**src/rtl/ex_operand_stage_pkg.sv**
```systemverilog
// ---------------------------------------------------------------------------
// ex_operand_stage_pkg
// Shared pipeline definitions for the ID/EX operand stage:
//   - data / register-number / opcode widths
//   - ALU operation encoding
//   - forwarding-select encoding
//   - the ID/EX pipeline register layout
// ---------------------------------------------------------------------------
package ex_operand_stage_pkg;

    localparam int DATA_W  = 32;
    localparam int REG_W   = 5;
    localparam int SHAMT_W = 5;
    localparam int OP_W    = 4;

    typedef enum logic [OP_W-1:0] {
        ALU_AND = 4'd0,
        ALU_OR  = 4'd1,
        ALU_ADD = 4'd2,
        ALU_SLL = 4'd3,
        ALU_SRL = 4'd4,
        ALU_SRA = 4'd5,
        ALU_SUB = 4'd6,
        ALU_SLT = 4'd7,
        ALU_XOR = 4'd8,
        ALU_NOR = 4'd12
    } alu_op_e;

    typedef enum logic [1:0] {
        FWD_REG = 2'b00,
        FWD_WB  = 2'b01,
        FWD_EXM = 2'b10
    } fwd_sel_e;

    // ID/EX register contents; an all-zero value is a bubble.
    typedef struct packed {
        logic               valid;
        logic [DATA_W-1:0]  rs_data;
        logic [DATA_W-1:0]  rt_data;
        logic [DATA_W-1:0]  imm;
        logic [SHAMT_W-1:0] shamt;
        logic [REG_W-1:0]   rs;
        logic [REG_W-1:0]   rt;
        logic [REG_W-1:0]   dest;
        logic [OP_W-1:0]    alu_op;
        logic               alu_src;
        logic               shamt_sel;
        logic               reg_write;
        logic               mem_read;
        logic               mem_write;
    } id_ex_t;

    // EX/MEM beats MEM/WB because it holds the younger result.
    // Register 0 is hardwired, so it is never forwarded.
    function automatic fwd_sel_e fwd_pick(
        input logic [REG_W-1:0] src,
        input logic             exm_we,
        input logic [REG_W-1:0] exm_dest,
        input logic             wb_we,
        input logic [REG_W-1:0] wb_dest
    );
        if (exm_we && (exm_dest != '0) && (exm_dest == src))
            return FWD_EXM;
        else if (wb_we && (wb_dest != '0) && (wb_dest == src))
            return FWD_WB;
        else
            return FWD_REG;
    endfunction

endpackage

```
**src/rtl/ex_operand_stage_fwd_unit.sv**
```systemverilog
// ---------------------------------------------------------------------------
// fwd_unit
// Forwarding-select logic for both ALU source operands.
// Ports:
//   i_rs, i_rt          registered source register numbers
//   i_exm_reg_write/dest EX/MEM writer
//   i_wb_reg_write/dest  MEM/WB writer
//   o_sel_a, o_sel_b     00 register file, 01 MEM/WB, 10 EX/MEM
// ---------------------------------------------------------------------------
module fwd_unit
    import ex_operand_stage_pkg::*;
(
    input  logic [REG_W-1:0] i_rs,
    input  logic [REG_W-1:0] i_rt,
    input  logic             i_exm_reg_write,
    input  logic [REG_W-1:0] i_exm_dest,
    input  logic             i_wb_reg_write,
    input  logic [REG_W-1:0] i_wb_dest,
    output fwd_sel_e         o_sel_a,
    output fwd_sel_e         o_sel_b
);

    assign o_sel_a = fwd_pick(i_rs, i_exm_reg_write, i_exm_dest, i_wb_reg_write, i_wb_dest);
    assign o_sel_b = fwd_pick(i_rt, i_exm_reg_write, i_exm_dest, i_wb_reg_write, i_wb_dest);

endmodule

```
**src/rtl/ex_operand_stage.sv**
```systemverilog
// ---------------------------------------------------------------------------
// ex_operand_stage
// ID/EX pipeline register plus operand forwarding and source selection.
// Ports:
//   clk, rst_n             clock, async active-low reset
//   i_stall, i_flush       hold registers / load a bubble (flush wins)
//   i_valid ... i_mem_write ID-stage instruction fields
//   i_exm_*, i_wb_*        forwarding sources from EX/MEM and MEM/WB
//   o_data_a, o_data_b     ALU operands
//   o_operation            ALU opcode
//   o_store_data, o_dest, o_reg_write, o_mem_read, o_mem_write, o_valid
// ---------------------------------------------------------------------------
module ex_operand_stage
    import ex_operand_stage_pkg::*;
(
    input  logic               clk,
    input  logic               rst_n,
    input  logic               i_stall,
    input  logic               i_flush,
    input  logic               i_valid,
    input  logic [DATA_W-1:0]  i_rs_data,
    input  logic [DATA_W-1:0]  i_rt_data,
    input  logic [DATA_W-1:0]  i_imm,
    input  logic [SHAMT_W-1:0] i_shamt,
    input  logic [REG_W-1:0]   i_rs,
    input  logic [REG_W-1:0]   i_rt,
    input  logic [REG_W-1:0]   i_dest,
    input  logic [OP_W-1:0]    i_alu_op,
    input  logic               i_alu_src,
    input  logic               i_shamt_sel,
    input  logic               i_reg_write,
    input  logic               i_mem_read,
    input  logic               i_mem_write,
    input  logic               i_exm_reg_write,
    input  logic [REG_W-1:0]   i_exm_dest,
    input  logic [DATA_W-1:0]  i_exm_data,
    input  logic               i_wb_reg_write,
    input  logic [REG_W-1:0]   i_wb_dest,
    input  logic [DATA_W-1:0]  i_wb_data,
    output logic [DATA_W-1:0]  o_data_a,
    output logic [DATA_W-1:0]  o_data_b,
    output logic [OP_W-1:0]    o_operation,
    output logic [DATA_W-1:0]  o_store_data,
    output logic [REG_W-1:0]   o_dest,
    output logic               o_reg_write,
    output logic               o_mem_read,
    output logic               o_mem_write,
    output logic               o_valid
);

    id_ex_t            r_q;
    id_ex_t            w_id;
    fwd_sel_e          w_sel_a;
    fwd_sel_e          w_sel_b;
    logic [DATA_W-1:0] w_fwd_a;
    logic [DATA_W-1:0] w_fwd_b;

    assign w_id = '{
        valid:     i_valid,
        rs_data:   i_rs_data,
        rt_data:   i_rt_data,
        imm:       i_imm,
        shamt:     i_shamt,
        rs:        i_rs,
        rt:        i_rt,
        dest:      i_dest,
        alu_op:    i_alu_op,
        alu_src:   i_alu_src,
        shamt_sel: i_shamt_sel,
        reg_write: i_reg_write,
        mem_read:  i_mem_read,
        mem_write: i_mem_write
    };

    // Bubble is the all-zero record, so flush and reset share one encoding.
    always_ff @(posedge clk or negedge rst_n) begin
        if (!rst_n)
            r_q <= '0;
        else if (i_flush)
            r_q <= '0;
        else if (!i_stall)
            r_q <= w_id;
    end

    // Selects track the live EX/MEM and MEM/WB state, so a stalled
    // instruction picks up results that retire while it waits.
    fwd_unit u_fwd (
        .i_rs            (r_q.rs),
        .i_rt            (r_q.rt),
        .i_exm_reg_write (i_exm_reg_write),
        .i_exm_dest      (i_exm_dest),
        .i_wb_reg_write  (i_wb_reg_write),
        .i_wb_dest       (i_wb_dest),
        .o_sel_a         (w_sel_a),
        .o_sel_b         (w_sel_b)
    );

    always_comb begin
        w_fwd_a = r_q.rs_data;
        case (w_sel_a)
            FWD_EXM: w_fwd_a = i_exm_data;
            FWD_WB:  w_fwd_a = i_wb_data;
            default: w_fwd_a = r_q.rs_data;
        endcase
    end

    always_comb begin
        w_fwd_b = r_q.rt_data;
        case (w_sel_b)
            FWD_EXM: w_fwd_b = i_exm_data;
            FWD_WB:  w_fwd_b = i_wb_data;
            default: w_fwd_b = r_q.rt_data;
        endcase
    end

    assign o_data_a     = r_q.shamt_sel ? {{(DATA_W-SHAMT_W){1'b0}}, r_q.shamt} : w_fwd_a;
    assign o_data_b     = r_q.alu_src ? r_q.imm : w_fwd_b;
    // Stores always need the rt register value, even when B is the immediate.
    assign o_store_data = w_fwd_b;
    assign o_operation  = r_q.alu_op;
    assign o_dest       = r_q.dest;
    assign o_reg_write  = r_q.reg_write;
    assign o_mem_read   = r_q.mem_read;
    assign o_mem_write  = r_q.mem_write;
    assign o_valid      = r_q.valid;

endmodule

```
**config.mk**
```make
export PLATFORM = sky130hd
export DESIGN_NAME = ex_operand_stage
export DESIGN_NICKNAME = d
export VERILOG_FILES = /design/src/rtl/ex_operand_stage_pkg.sv /design/src/rtl/ex_operand_stage_fwd_unit.sv /design/src/rtl/ex_operand_stage.sv
export SDC_FILE = /design/constraint.sdc
export NUM_CORES = 1
export LEC_CHECK = 0
export CAP_MARGIN = 20
export CORE_MARGIN = 3
export CORE_UTILIZATION = 48
export CTS_BUF_LIST = sky130_fd_sc_hd__clkbuf_8
export DETAILED_ROUTE_END_ITERATION = 8
export GPL_TIMING_DRIVEN = 1
export PLACE_DENSITY = 0.9
export RECOVER_POWER = 100
export SYNTH_ARGS = -nofsm -noshare
export SYNTH_HDL_FRONTEND = slang
export SYNTH_HIERARCHICAL = 1
export SYNTH_SLANG_ARGS = --single-unit
```
**constraint.sdc**
```tcl
create_clock -name clk -period 5.7 [get_ports clk]
set_clock_uncertainty 0.05 [all_clocks]
set_input_delay 0.855 -clock clk [delete_from_list [all_inputs] [get_ports clk]]
set_output_delay 0.855 -clock clk [all_outputs]
set_load 0.005 [all_outputs]
```
==> results of run 1 <==
-- cell type report --
| cell class | count | area, um^2 | share of cell area (%) |
|---|---|---|---|
| inverters | 5 | 18.8 | 0.176 |
| repair buffers | 326 | 3230 | 30.3 |
| multi-input cells | 551 | 3680 | 34.5 |
| well taps | 184 | 230 | 2.16 |
| flip-flops and latches | 126 | 3150 | 29.6 |
| clock buffers | 22 | 303 | 2.84 |
| clock inverters | 10 | 46.3 | 0.434 |
-- logic make-up after synthesis --
family / after synthesis / synth area share [%]
flops: 126 / 43.3
simple gates: 299 / 18.4
mux: 126 / 17.3
xor+xnor: 20 / 2.40
compound gates: 102 / 11.6
fa+ha+maj: 4 / 0.687
buf+inv: 79 / 6.27
-- per-layer routing --
layer  vias to the layer above  global-route usage (%)  share of wire, %
li1                       3206                       -                 -
met1                      3421                    35.1                38
met2                       370                    49.8                49
met3                        70                    7.63               8.3
met4                         2                    14.1               4.3
met5                         -                       0             0.044
-- critical path, delay by kind of cell --
kind,cells,cell delay (ps)
simple gates,1,70
mux,1,290
buf+inv,2,4390
-- through the flow --
step / util [%] / instance area (um^2) / hold WS (ps)
floorplan: - / 7290 / 439
CTS: 72.7 / 10700 / 361
global placement: 70.3 / 10300 / 453
finish: 72.5 / 10700 / 473
detailed placement: 70.3 / 10300 / 462
global route: 72.5 / 10700 / 496
-- path summary, 6_finish.rpt --
kind / end / from / cells past startpoint / slack (ps)
worst min-delay path: r_q[40]$_DFFE_PN0P_ / r_q[40]$_DFFE_PN0P_ / 2 / 470
worst min register to register: r_q[40]$_DFFE_PN0P_ / r_q[40]$_DFFE_PN0P_ / 2 / 470
worst max-delay path: r_q[45]$_DFFE_PN0P_ / i_stall / 4 / 300
worst max register to register: r_q[3]$_DFFE_PN0P_ / r_q[3]$_DFFE_PN0P_ / 2 / 4760
min in group asynchronous: r_q[37]$_DFFE_PN0P_ / rst_n / 1 / 1590
max in group asynchronous: r_q[108]$_DFFE_PN0P_ / rst_n / 2 / 1010
-- sequential cells by signal (all words and copies together) (netlist names) --
signal,count
r_q,113
o_dest,5
o_operation,4
o_mem_read,1
o_mem_write,1
o_reg_write,1
o_valid,1
-- power groups by stage --
stage	sequential, uW	clock, uW	combinational (uW)
4_1_cts	978	705	580
5_1_grt	983	747	606
6_report	979	691	561
2_1_floorplan	983	0	238
3_5_place_dp	994	0	577
3_3_place_gp	992	0	568
-- cell usage in the layout (no fill, tap or decap), types with 2 or more instances in the layout --
cell type        count
a221oi_1            64
buf_4                9
clkbuf_1             2
clkbuf_2             2
clkbuf_8            22
clkdlybuf4s50_1    214
clkinv_2             7
dfrtp_1            125
dlygate4sd3_1       97
ha_1                 2
ha_2                 2
inv_1                8
mux2i_1            126
nand2_1             39
nand3_1              2
nand4_1              2
nor2_1             159
nor2b_1             63
nor3_1              27
nor4_1               4
o31ai_1             36
or4_1                2
xnor2_1             16
xor2_1               4
-- cell usage after synthesis --
| master | number | area share (%) |
|---|---|---|
| ha_1 | 4 | 0.69 |
| nor2_1 | 159 | 8.2 |
| xor2_1 | 4 | 0.48 |
| nor4_1 | 4 | 0.34 |
| buf_6 | 1 | 0.15 |
| nand3_1 | 2 | 0.14 |
| or4_1 | 2 | 0.21 |
| nor2b_1 | 63 | 5.4 |
| buf_1 | 1 | 0.051 |
| inv_1 | 5 | 0.26 |
| nand2_1 | 39 | 2.0 |
| clkbuf_1 | 20 | 1.0 |
| a221oi_1 | 64 | 7.7 |
| o21ai_2 | 1 | 0.12 |
| a211oi_1 | 1 | 0.10 |
| mux2i_1 | 126 | 17 |
| nor3b_1 | 1 | 0.10 |
| nand4_1 | 2 | 0.17 |
| buf_4 | 19 | 2.0 |
| nor3_1 | 27 | 1.9 |
| buf_8 | 4 | 0.82 |
| buf_2 | 29 | 2.0 |
| dfrtp_1 | 126 | 43 |
| o31ai_1 | 36 | 3.7 |
| xnor2_1 | 16 | 1.9 |
==> flow_summary.toml, run 1 <==
[synth]
syn_area_um2 = 7290
synth_fp_nets = 966
avgSynthCellArea_um2 = 9.64
ys_seq_elements = 126
synth_cells = 756
synth.yosys.seq_area_share_pct = 43.3
ys_types = 25
synth.yosys.warnings = 6

[placement]
gp_congestion = 0.934
preCtsSetupSlack_ps = 384
dp.cells = 1192
hpwl_um = 17800
port_buffers = 314

[drt]
dr.pass1.iters = 5
viasPerCell = 5.78
dr.first_iter.drc_count = 510
drc = 0
drt_wl_total_um = 25100
wl_per_cell_um = 20.5
antenna_left = 0
num_vias = 7069

[final_layout]
num-fill-cells = 1112
finalNonFillerCells = 1224
nets = 1237
area_growth_syn_to_layout_pct = 46.3
drive_gt1_share_pct = 4.42
diodes = 0

[clock_tree]
clk_pin_slew_worst_paths_ps = 70
cts-buffers-inserted = 17
clk_latency_ps = 420
cts_resized = 0
cts-root-buf = "clkbuf_8"
clock_path_buffers = 2
hold_buffers = 0
cts.sinks = 126
htree_levels = 4
postCtsSetupBuffers = 0
cts_tree = "built"

[pwr]
power_density_nw_per_um2 = 209
p_total_uw = 2230
p_seq_share_pct = 43.9
combPwrFrac_pct = 25.1
p_leak_uw = 0.00499
p_sw_uw = 615
peakVddDrop_mv = 0.153
internal_power_uw = 1620
pwr-share-clk_pct = 31.0
sw_frac_of_total_pct = 27.6

[setup_path]
cp-end-kind = "flip-flop"
required_ps = 5940
cp-start-kind = "input port"
critPathSlowestCell = "clkbuf_1"
crit_path_max_fanout = 63
arrival_ps = 5650
critical_path.max_stage_delay_ps = 3210
cp_cell_sequence = "clkbuf_1 > clkbuf_4 > mux2i_1 > nor2_1"
worstSetupPathType = "in -> reg"

[sta]
tightest_slew_ps = 4640
final.setup.worst_slack_ps = 295
fin_crit_ps = 5400
finalMaxSlewViolations = 193
finalCritPeriodShare_pct = 94.8
fin_setup_tns_ps = 0
hold_viol = 0
setup_violations = 0
relSlewSlack_pct = -210
rsz0062_at_grt = "false"
max_freq_ghz = 0.185

[die]
start_util_pct = 49.6
coreArea_um2 = 14700
die_x_um = 129
dieArea_um2 = 16700
die_h_um = 129
rows = 44
ios = 315

[grt]
antenna_found_initial = 1
grt_usage_pct = 29.4
grt_pass1_vias = 6984
grt_pass1_wl_um = 37800
grt_overflow_total = 0
grt_max_degree = 70

[outcome]
violations = "capacitance limit, slew limit"
status = "finished, violations left"

[worst_hold_path]
hold_path.class = "reg -> reg"

[run]
drv_cap = 3
No activity file was read; power rests on OpenSTA's default activity.
==> run 2: changes to the inputs <==
- HOLD_SLACK_MARGIN: default -> 0.12
- MAX_ROUTING_LAYER: default -> met4
==> run 2 against run 1 <==
The run still ends with capacitance limit, slew limit left. Critical path depth unchanged. Via count about the same. Flip-flop and latch count unchanged. Clock power up 25%. Routed wire length down 0.88%. Critical path type unchanged.
==> flow_summary.toml, run 2 (same netlist as run 1, synthesis figures left out) <==
[pwr]
p_sw_uw = 627
power_density_nw_per_um2 = 223
peakVddDrop_mv = 0.150
sw_frac_of_total_pct = 26.1
combPwrFrac_pct = 23.3
p_leak_uw = 0.00502
pwr-share-clk_pct = 35.8
p_seq_share_pct = 40.8
internal_power_uw = 1770

[clock_tree]
cts-root-buf = "clkbuf_8"
clk_pin_slew_worst_paths_ps = 70
cts.sinks = 126
clock_path_buffers = 2
htree_levels = 4
hold_buffers = 0
clk_latency_ps = 420
postCtsSetupBuffers = 0
cts_tree = "built"
cts_resized = 0
cts-buffers-inserted = 17

[drt]
num_vias = 7062
wl_per_cell_um = 20.3
dr.pass1.iters = 7
viasPerCell = 5.77
antenna_left = 0
dr.first_iter.drc_count = 544
drt_wl_total_um = 24800
drc = 0

[grt]
grt_max_degree = 73
grt_usage_pct = 30.1
grt_overflow_total = 0
grt_pass1_wl_um = 37900
antenna_found_initial = 0
grt_pass1_vias = 7173

[sta]
fin_crit_ps = 5440
finalCritPeriodShare_pct = 95.4
finalMaxSlewViolations = 134
relSlewSlack_pct = -207
rsz0062_at_grt = "false"
fin_setup_tns_ps = 0
max_freq_ghz = 0.184
setup_violations = 0
hold_viol = 0
tightest_slew_ps = 4600

[final_layout]
nets = 1237
layout.area.seq_um2 = 3150
drive_gt1_share_pct = 4.62
final_common_cell = "clkdlybuf4s50_1"
layout_common_cells = "clkdlybuf4s50_1 (209), nor2_1 (159), mux2i_1 (126)"
area_growth_syn_to_layout_pct = 47.5
multi_input_area_um2 = 3680
largest_reg_flops = 113
regMostFlops = "r_q"
finalNonFillerCells = 1224
diodes = 0
num-fill-cells = 1090

[die]
start_util_pct = 49.6
coreArea_um2 = 14700
die_x_um = 129
ios = 315
die_h_um = 129
rows = 44
dieArea_um2 = 16700

[run]
drv_cap = 2

[placement]
port_buffers = 314
dp.cells = 1192
hpwl_um = 17700
gp_congestion = 0.946

[outcome]
violations = "capacitance limit, slew limit"
status = "finished, violations left"

[setup_path]
arrival_ps = 5670
required_ps = 5930
crit_path_max_fanout = 61
cp-start-kind = "input port"
worstSetupPathType = "in -> reg"
cp-end-kind = "flip-flop"

[worst_hold_path]
hold_path.class = "reg -> reg"
## run 2: power groups by stage
stage / registers, uW / clock network [uW] / logic, uW
floorplan: 983 / 0 / 238
global route: 985 / 918 / 605
detailed placement: 996 / 0 / 578
CTS: 979 / 877 / 581
finish: 980 / 861 / 560
global placement: 993 / 0 / 569
## run 2: routing by layer
layer	global-route usage (%)	wire length (um)	up-vias	part of all wire (%)
li1	-	-	3209	-
met1	37.5	9600	3376	39
met2	47.3	12100	416	49
met3	6.64	2180	61	8.8
met4	13.4	941	0	3.8
met5	-	0	-	0
## run 2: final cells by class
| cell class | count | area share [%] |
|---|---|---|
| multi-input cells | 551 | 34.2 |
| repair buffers | 326 | 30.0 |
| flip-flops and latches | 126 | 29.3 |
| clock buffers | 20 | 2.56 |
| well taps | 184 | 2.14 |
| clock inverters | 12 | 1.55 |
| inverters | 5 | 0.175 |
## run 2: worst paths after layout
path / startpoint / end / slack (ps) / cells after the start
hold / removal: o_dest[3]$_DFFE_PN0P_ / o_dest[3]$_DFFE_PN0P_ / 470 / 2
max in group asynchronous: rst_n / r_q[106]$_DFFE_PN0P_ / 980 / 2
min in group asynchronous: rst_n / r_q[67]$_DFFE_PN0P_ / 1690 / 1
setup / recovery: i_stall / r_q[57]$_DFFE_PN0P_ / 260 / 4
hold reg to reg: o_dest[3]$_DFFE_PN0P_ / o_dest[3]$_DFFE_PN0P_ / 470 / 2
setup reg to reg: r_q[4]$_DFFE_PN0P_ / r_q[4]$_DFFE_PN0P_ / 4060 / 3
## run 2: worst max-delay path: stages
cell and delay (ps):
clkbuf_1 3160, buf_2 1230, mux2i_1 280, nor2_1 60
## run 2: through the flow
step | worst slack, ps | util, % | cell area, um^2 | hold slack (ps) | power, uW
after detailed placement | 369 | 70.3 | 10300 | 465 | 1570
final | 260 | 73.1 | 10700 | 473 | 2400
after global routing | 83.4 | 73.1 | 10700 | 505 | 2510
after global placement | 440 | 70.3 | 10300 | 452 | 1560
after CTS | 372 | 73.3 | 10800 | 379 | 2440
after floorplan | 1790 | - | 7290 | 439 | 1220
==> run 3: changes to the inputs <==
- CORE_UTILIZATION: 48 -> 44
- CTS_CLUSTER_SIZE: default -> 40
- PLACE_DENSITY: 0.9 -> 0.83
- clock period: 5.7 -> 5.3 ns (I/O delays scaled with it)
==> run 3 against run 2 <==
Critical path depth increased by 7. Largest cell class unchanged. Utilization fell by 6.2 points. Global-route usage is 2.2 points lower. Largest power group unchanged. The run still ends with capacitance limit, slew limit left. Routed wire length rose by 0.72%. Register-to-register slack got worse by 160 ps. Sequential power grew 8%.
==> flow_summary.toml, run 3 (same netlist as run 1, synthesis figures left out) <==
[setup_path]
worst-r2r-cell-count = 2
cp-start-kind = "input port"
critical_path.max_stage_delay_ps = 620
regToRegStartpoint = "r_q[3]$_DFFE_PN0P_"
worst_path_most_repeated_cell = "nor4_1"
required_ps = 4450
critPathSlowestCell = "dlygate4sd3_1"
reg2reg_to = "r_q[3]$_DFFE_PN0P_"
crit_path_max_fanout = 38
arrival_ps = 4280
r2r_setup_slack_ps = 3900
worstSetupPathType = "in -> out"
cp-end-kind = "primary output"
cp_cell_sequence = "clkdlybuf4s50_1 > or4_1 > o21ai_2 > nor4_1 > nor4_1 > inv_1 > ha_4 > buf_12 > a221oi_1 > o31ai_1 > dlygate4sd3_1"

[sta]
relSlewSlack_pct = -67.9
max_freq_ghz = 0.195
finalCritPeriodShare_pct = 96.8
setup_violations = 0
finalMaxSlewViolations = 260
fin_setup_tns_ps = 0
fin_crit_ps = 5130
tightest_slew_ps = 2520
rsz0062_at_grt = "false"
hold_viol = 0

[worst_hold_path]
hp-start = "o_dest[2]$_DFFE_PN0P_"
min_to = "o_dest[2]$_DFFE_PN0P_"
hold_path.class = "reg -> reg"
holdPathStages = 2

[clock_tree]
hold_buffers = 0
clk_latency_ps = 430
cts_tree = "built"
postCtsSetupBuffers = 0
clk_pin_slew_worst_paths_ps = 70
cts-buffers-inserted = 17
cts.sinks = 126
clock_path_buffers = 2
htree_levels = 4
cts-root-buf = "clkbuf_8"

[pwr]
p_total_uw = 2420
pwr-share-clk_pct = 31.3
internal_power_uw = 1750
combPwrFrac_pct = 24.9
p_sw_uw = 669
p_leak_uw = 0.00498
power_density_nw_per_um2 = 225
p_seq_share_pct = 43.8
peakVddDrop_mv = 0.218
sw_frac_of_total_pct = 27.7

[final_layout]
final_common_cell = "clkdlybuf4s50_1"
drive_gt1_share_pct = 4.33
area_growth_syn_to_layout_pct = 47.6
largest_reg_flops = 113
nets = 1238
num-fill-cells = 1301
layout_common_cells = "clkdlybuf4s50_1 (223), nor2_1 (159), mux2i_1 (126)"
regMostFlops = "r_q"

[die]
die_x_um = 135
dieArea_um2 = 18100
die_h_um = 135
ios = 315
rows = 46
coreArea_um2 = 16100
start_util_pct = 45.4

[run]
drv_cap = 5

[outcome]
status = "finished, violations left"
violations = "capacitance limit, slew limit"

[grt]
grt_pass1_vias = 7076
grt_usage_pct = 27.9
antenna_found_initial = 3
grt_overflow_total = 0
grt_pass1_wl_um = 38400
grt_max_degree = 94

[drt]
dr.first_iter.drc_count = 472
num_vias = 6961
drc = 0
viasPerCell = 5.53
antenna_left = 0
drt_wl_total_um = 25000
dr.pass1.iters = 5
wl_per_cell_um = 19.9

[placement]
gp_congestion = 0.902
hpwl_um = 17500
port_buffers = 314
## run 3: cell types whose count changed in the layout (fill, tap and decap cells not counted), sizes merged
cell,before,now
buf,12,10
clkbuf,23,25
diode,0,3
dlygate4sd3,102,88
inv,6,8
clkinvlp,3,1
bufinv,4,1
clkdlybuf4s50,209,223
clkinv,4,6
## run 3: per-layer routing
layer / routed length, um / track usage, % / up-vias
met4: 626 / 11.0 / 0
li1: - / - / 3214
met2: 12300 / 44.9 / 343
met3: 2020 / 6.67 / 43
met1: 10000 / 34.1 / 3361
met5: 0 / - / -
## run 3: stage by stage
stage / utilization, % / area (um^2) / setup slack (ps) / hold WS (ps) / std cells
6_report: 66.9 / 10800 / 171 / 470 / 1258
4_1_cts: 67.0 / 10800 / 199 / 414 / 1255
3_5_place_dp: 64.9 / 10400 / 203 / 462 / 1225
3_3_place_gp: 64.9 / 10400 / 273 / 453 / 1225
2_1_floorplan: - / 7290 / 1510 / 439 / 756
5_1_grt: 66.9 / 10800 / 3.04 / 497 / 1258
## run 3: how the worst max path moves through the flow
stage	start	slack [ps]	end	cells after the start
2_1_floorplan	i_exm_dest[1]	1510	o_data_b[10]	10
3_3_place_gp	i_exm_dest[1]	270	o_data_b[4]	11
3_5_place_dp	i_exm_dest[1]	200	o_data_b[10]	11
4_1_cts	i_exm_dest[1]	200	o_data_b[18]	11
5_1_grt	i_exm_dest[2]	3	o_data_a[0]	10
6_report	i_exm_dest[4]	170	o_data_b[10]	11
## run 3: what timing repair did
item,4_1_cts,5_1_grt
resized for setup,0,2
endpoints found under the hold margin,0,0
endpoints found under the setup margin,0,2
## run 3: cell type report
cell class / instances / area (um^2) / area share, %
multi-input combinational: 551 / 3690 / 34.3
timing repair buffer: 327 / 3270 / 30.4
sequential: 126 / 3160 / 29.4
tap: 216 / 270 / 2.51
clock buffer: 19 / 262 / 2.43
clock inverter: 11 / 78.8 / 0.733
inverter: 5 / 18.8 / 0.175
antenna: 3 / 7.51 / 0.0698
## run 3: power by group through the flow
stage	combinational, uW	sequential, uW	clock [uW]
after floorplan	256	1060	0
after global placement	612	1070	0
after detailed placement	618	1080	0
after CTS	622	1060	777
after global routing	652	1060	813
final	601	1060	757
## run 3: critical path, delay by kind of cell
| family | cells | cell delay, ps |
|---|---|---|
| AOI/OAI and AO/OA | 3 | 590 |
| adders and majority gates | 1 | 350 |
| buffers and inverters | 4 | 1440 |
| and+or+nand+nor | 3 | 1080 |
